<file path="src/rtl/fetch_ctrl.sv">
// Instruction fetch front end: fetch PC, single outstanding imem request,
// 2-entry instruction queue and a FETCH/FULL/DISCARD controller for redirects.
module fetch_ctrl #(
    parameter int                WORD_W   = 32,
    parameter logic [WORD_W-1:0] RESET_PC = '0
) (
    input  logic              CLK,
    input  logic              RST,
    input  logic              ihit,
    input  logic [WORD_W-1:0] imemload,
    output logic              iren,
    output logic [WORD_W-1:0] iaddr,
    input  logic              pred_taken,
    input  logic [WORD_W-1:0] pc_prediction,
    input  logic              misprediction,
    input  logic [WORD_W-1:0] correct_target,
    input  logic              flush,
    input  logic              freeze,
    input  logic              deq,
    output logic              instr_valid,
    output logic [WORD_W-1:0] instr,
    output logic [WORD_W-1:0] pc,
    output logic              branch_pred
);

    typedef enum logic [1:0] {S_FETCH, S_FULL, S_DISCARD} state_t;

    state_t            state_q, state_d;
    logic [WORD_W-1:0] fpc_q, fpc_d;
    logic [WORD_W-1:0] redir_q, redir_d;
    logic              req_q, req_d;
    logic [1:0]        count_q, count_d;
    logic              rd_ptr_q, wr_ptr_q;
    logic [WORD_W-1:0] instr_mem_q [2];
    logic [WORD_W-1:0] pc_mem_q    [2];
    logic              bp_mem_q    [2];

    logic redirect, do_deq, enq, clear, iren_c;

    assign redirect = flush | misprediction;
    assign do_deq   = deq && (count_q != 2'd0) && !freeze && !redirect;

    always_comb begin
        state_d = state_q;
        fpc_d   = fpc_q;
        redir_d = redir_q;
        req_d   = 1'b0;
        iren_c  = 1'b0;
        enq     = 1'b0;
        clear   = 1'b0;
        case (state_q)
            S_FETCH: begin
                // A started request is never abandoned, even under freeze.
                iren_c = req_q || ((count_q < 2'd2) && !freeze);
                if (redirect) begin
                    clear   = 1'b1;
                    redir_d = correct_target;
                    if (iren_c && !ihit) begin
                        state_d = S_DISCARD;
                    end else begin
                        fpc_d = correct_target;
                    end
                end else if (iren_c && ihit) begin
                    enq   = 1'b1;
                    fpc_d = pred_taken ? pc_prediction : fpc_q + WORD_W'(4);
                end else begin
                    req_d = iren_c;
                end
            end
            S_FULL: begin
                if (redirect) begin
                    clear   = 1'b1;
                    fpc_d   = correct_target;
                    state_d = S_FETCH;
                end else if (do_deq) begin
                    state_d = S_FETCH;
                end
            end
            S_DISCARD: begin
                // iaddr stays on the stale address; the redirect PC waits in redir_q.
                iren_c = 1'b1;
                clear  = redirect;
                if (redirect) redir_d = correct_target;
                if (ihit) begin
                    fpc_d   = redirect ? correct_target : redir_q;
                    state_d = S_FETCH;
                end
            end
            default: state_d = S_FETCH;
        endcase

        if (clear) begin
            count_d = 2'd0;
        end else begin
            case ({enq, do_deq})
                2'b10:   count_d = count_q + 2'd1;
                2'b01:   count_d = count_q - 2'd1;
                default: count_d = count_q;
            endcase
        end
        if (state_q == S_FETCH && !redirect && count_d == 2'd2) state_d = S_FULL;
    end

    always_ff @(posedge CLK or posedge RST) begin
        if (RST) begin
            state_q        <= S_FETCH;
            fpc_q          <= RESET_PC;
            redir_q        <= RESET_PC;
            req_q          <= 1'b0;
            count_q        <= 2'd0;
            rd_ptr_q       <= 1'b0;
            wr_ptr_q       <= 1'b0;
            instr_mem_q[0] <= '0;
            instr_mem_q[1] <= '0;
            pc_mem_q[0]    <= '0;
            pc_mem_q[1]    <= '0;
            bp_mem_q[0]    <= 1'b0;
            bp_mem_q[1]    <= 1'b0;
        end else begin
            state_q <= state_d;
            fpc_q   <= fpc_d;
            redir_q <= redir_d;
            req_q   <= req_d;
            count_q <= count_d;
            if (clear) begin
                rd_ptr_q <= 1'b0;
                wr_ptr_q <= 1'b0;
            end else begin
                if (enq) begin
                    instr_mem_q[wr_ptr_q] <= imemload;
                    pc_mem_q[wr_ptr_q]    <= fpc_q;
                    bp_mem_q[wr_ptr_q]    <= pred_taken;
                    wr_ptr_q              <= ~wr_ptr_q;
                end
                if (do_deq) rd_ptr_q <= ~rd_ptr_q;
            end
        end
    end

    assign iren        = iren_c && !RST;
    assign iaddr       = fpc_q;
    assign instr_valid = (count_q != 2'd0);
    assign instr       = instr_valid ? instr_mem_q[rd_ptr_q] : '0;
    assign pc          = instr_valid ? pc_mem_q[rd_ptr_q] : '0;
    assign branch_pred = instr_valid && bp_mem_q[rd_ptr_q];

endmodule

</file>
<file path="config.mk">
export PLATFORM = sky130hd
export DESIGN_NAME = fetch_ctrl
export DESIGN_NICKNAME = d
export VERILOG_FILES = /design/src/rtl/fetch_ctrl.sv
export SDC_FILE = /design/constraint.sdc
export NUM_CORES = 1
export LEC_CHECK = 0
export BUFFER_PORTS_ARGS = -buffer_cell sky130_fd_sc_hd__buf_2
export CORE_ASPECT_RATIO = 1.25
export CORE_MARGIN = 2
export CORE_UTILIZATION = 55
export CTS_CLUSTER_DIAMETER = 50
export DETAILED_ROUTE_END_ITERATION = 16
export PLACE_DENSITY = 0.79
export SLEW_MARGIN = 20
export SYNTH_ARGS = -nofsm -noshare
export SYNTH_HDL_FRONTEND = slang
export SYNTH_SLANG_ARGS = --single-unit
</file>
<file path="constraint.sdc">
create_clock -name CLK -period 9.5 [get_ports CLK]
set_input_delay 0.475 -clock CLK [delete_from_list [all_inputs] [get_ports CLK]]
set_output_delay 0.475 -clock CLK [all_outputs]
set_load 0.05 [all_outputs]
</file>
==> reports/metrics.cfg <==
[floorplan]
die_area_mm2=0.02092
top_level_ports=203
fp.dieH_um=161.2
die_width_um=129.8
core_mm2=0.01940
num_rows=57
start_util_pct=56.07

[global_routing]
grt_max_degree=123
antenna_found_initial=0
grt_pass1_wl_mm=45.25
grt_pass1_vias=8642
grt_overflow=0
track_usage_pct=26.87

[power]
ir_drop_v=0.0001649
total_leakage_power_nw=5.847
powerDensity_mw_per_mm2=283.4

[drt]
wire_per_inst_um=19.45
first_pass_iters=5
via_per_inst=6.077
totalWireLength_mm=28.38
remaining_drc_errors=0
vias=8867
ant_nets=0
drt_iter0_drc=854

[timing]
min_period_over_period_pct=33.31
worst-slew-pin-transition_ns=1.047
max_freq_ghz=0.3160
min_period_ns=3.164
setup_slack_ns=6.336
hold_viol=0
final-setup-viol-count=0
slew_headroom_pct=29.55
rsz0062_at_grt=no
fin_skew_ns=0.006627
finalMaxSlewViolations=0
final.setup.tns_ns=0

[critical_path]
crit_path_start_kind=flip-flop
critPathCaptureType=output port
crit_type=reg2out
arrival_ns=2.69
critPathMaxFanout=35
cp_data_required_time_ns=9.03

[yosys]
synth_edf_count=0
syn_area_per_cell_um2=10.63
synth_fa_ha_area_share_pct=0.6902
muxShareOfSynthArea_pct=24.34
ys.flop_type=dfrtp_1
seq_area_frac_synth_pct=46.24
syn_inst=1023
synthSimpleGateAreaFrac_pct=11.61
synth-compound-area-share_pct=12.94
synth-seq-cells=201
yosys_warnings=0
synth_top_family_by_area=multiplexers
synth_xor_area_share_pct=0.5637
syn_area_mm2=0.01088
synth_nets=1133
synthArstFlopShare_pct=100.0
ys_types=70

[min_path]
hp-class=in2async

[job]
maxCapViolCount=0

[layout]
fin_nets=1288
layout-drive-gt1-share_pct=37.19
diodes=0
n_fill_cell=1567
area_growth_pct=17.95

[cts]
htreeDepth=1
cts.sink_count=201
post_cts_resized=0
clk_latency_ns=0.50
clk_path_buf_depth=3
cts_setup_buffers=0
hold_buffers=0
clkTransAtPathRegs_ns=0.07
cts_tree=built
cts_root_buffer=clkbuf_16
cts_buffers=22

[placed_design]
gp_congestion=0.8729
place_ws_ns=6.429
port_buffers=202
dp_hpwl_mm=18.86

[outcome]
status=finished, final reports clean

-- registers in the layout, summed over array words and instances, names as in the netlist --
| register | flops |
|---|---|
| state_q | 2 |
| pc_mem_q | 64 |
| instr_mem_q | 64 |
| wr_ptr_q | 1 |
| rd_ptr_q | 1 |
| redir_q | 32 |
| count_q | 2 |
| iaddr | 32 |
| req_q | 1 |
| bp_mem_q | 2 |
-- per-layer routing --
layer / vias to the layer above / wire [um] / global-route usage, %
met4: 0 / 1082 / 11.34
met1: 4312 / 12060 / 38.07
met3: 79 / 2274 / 4.538
met5: - / 0 / 0
li1: 4066 / - / -
met2: 410 / 12960 / 40.91
-- critical path: stages (launching register included) --
cell and delay, ns:
dfrtp_4 0.82, buf_4 0.64, mux2i_1 0.15, nor2_1 0.25, buf_2 0.32
-- placed cells by master, fill, tap and decap left out, types with 12 or more instances in the layout --
| cell type | n |
|---|---|
| nor2_1 | 96 |
| buf_2 | 202 |
| nor4_1 | 12 |
| nand3_1 | 15 |
| nand2_1 | 74 |
| clkbuf_16 | 23 |
| inv_1 | 13 |
| buf_4 | 12 |
| mux2i_1 | 80 |
| o21ai_0 | 49 |
| mux2_2 | 164 |
| a221oi_1 | 18 |
| a21oi_1 | 30 |
| dfrtp_1 | 200 |
-- logic make-up (layout without fill, tap and decap cells) --
kind of cell / after synthesis / in the layout
flip-flops: 201 / 201
adder cells (fa/ha/maj): 6 / 6
AND/OR/NAND/NOR: 266 / 266
multiplexers: 244 / 244
buffers and inverters: 98 / 269
XOR/XNOR: 7 / 7
AO/OA/AOI/OAI: 201 / 201
-- cell type report --
cell class	instances	area, um^2	share of cell area (%)
flip-flops and latches	201	5034	39.24
multi-input cells	724	5473	42.66
clock buffers	27	620.6	4.838
inverters	15	63.81	0.4974
repair buffers	214	1101	8.583
well taps	265	331.6	2.585
clock inverters	13	205.2	1.600
-- cell usage after synthesis (8+ instances only) --
cell type / number / area share (%)
or2_2: 8 / 0.46
nor2_1: 98 / 3.4
o211ai_1: 11 / 0.76
o21ai_0: 49 / 2.3
dfrtp_1: 201 / 46
nand2_1: 75 / 2.6
clkbuf_1: 60 / 2.1
nor3_1: 9 / 0.41
mux2i_1: 80 / 7.4
nand3_1: 15 / 0.69
mux2_2: 164 / 17
a221oi_1: 18 / 1.4
nor4_1: 12 / 0.69
buf_2: 13 / 0.60
o31ai_1: 11 / 0.76
nor3b_1: 9 / 0.62
a32o_1: 8 / 0.74
inv_1: 14 / 0.48
a21oi_1: 30 / 1.4
-- path summary, 6_finish.rpt --
path                                           from                           to  slack (ns)  cells after the start
min in group CLK                        imemload[7]  instr_mem_q[39]$_DFFE_PP0P_        0.22                      2
max                            rd_ptr_q$_DFFE_PP0P_                       pc[10]        6.34                      4
max reg2reg                  state_q[0]$_DFFE_PP0P_        iaddr[14]$_DFFE_PP0P_        6.37                      7
max in group asynchronous                       RST     pc_mem_q[50]$_DFFE_PP0P_        7.82                      3
min reg2reg                pc_mem_q[46]$_DFFE_PP0P_     pc_mem_q[46]$_DFFE_PP0P_        0.48                      2
min                                             RST         iaddr[4]$_DFFE_PP0P_        0.13                      2
-- report_power, final --
| part | internal, W | total [W] | switching [W] | leakage [nW] |
|---|---|---|---|---|
| combinational | 0.000497 | 0.00129 | 0.000793 | 2.90 |
| sequential | 0.00113 | 0.00139 | 0.000264 | 2.55 |
| clock | 0.000603 | 0.000954 | 0.000351 | 0.398 |
| total | 0.00223 | 0.00364 | 0.00141 | 5.85 |
-- metrics by stage --
stage / total power [W] / cell area (um^2) / hold slack, ns / cells / util (%)
CTS: 0.003643 / 12830 / 0.2089 / 1459 / 66.13
floorplan: 0.002321 / 10880 / 0.4492 / 1023 / -
global placement: 0.002633 / 12000 / 0.4616 / 1419 / 61.87
finish: 0.003636 / 12830 / 0.1292 / 1459 / 66.13
detailed placement: 0.002676 / 12000 / 0.4693 / 1419 / 61.87
global route: 0.003828 / 12830 / 0.2175 / 1459 / 66.13
(Power assumes the default switching activity.)
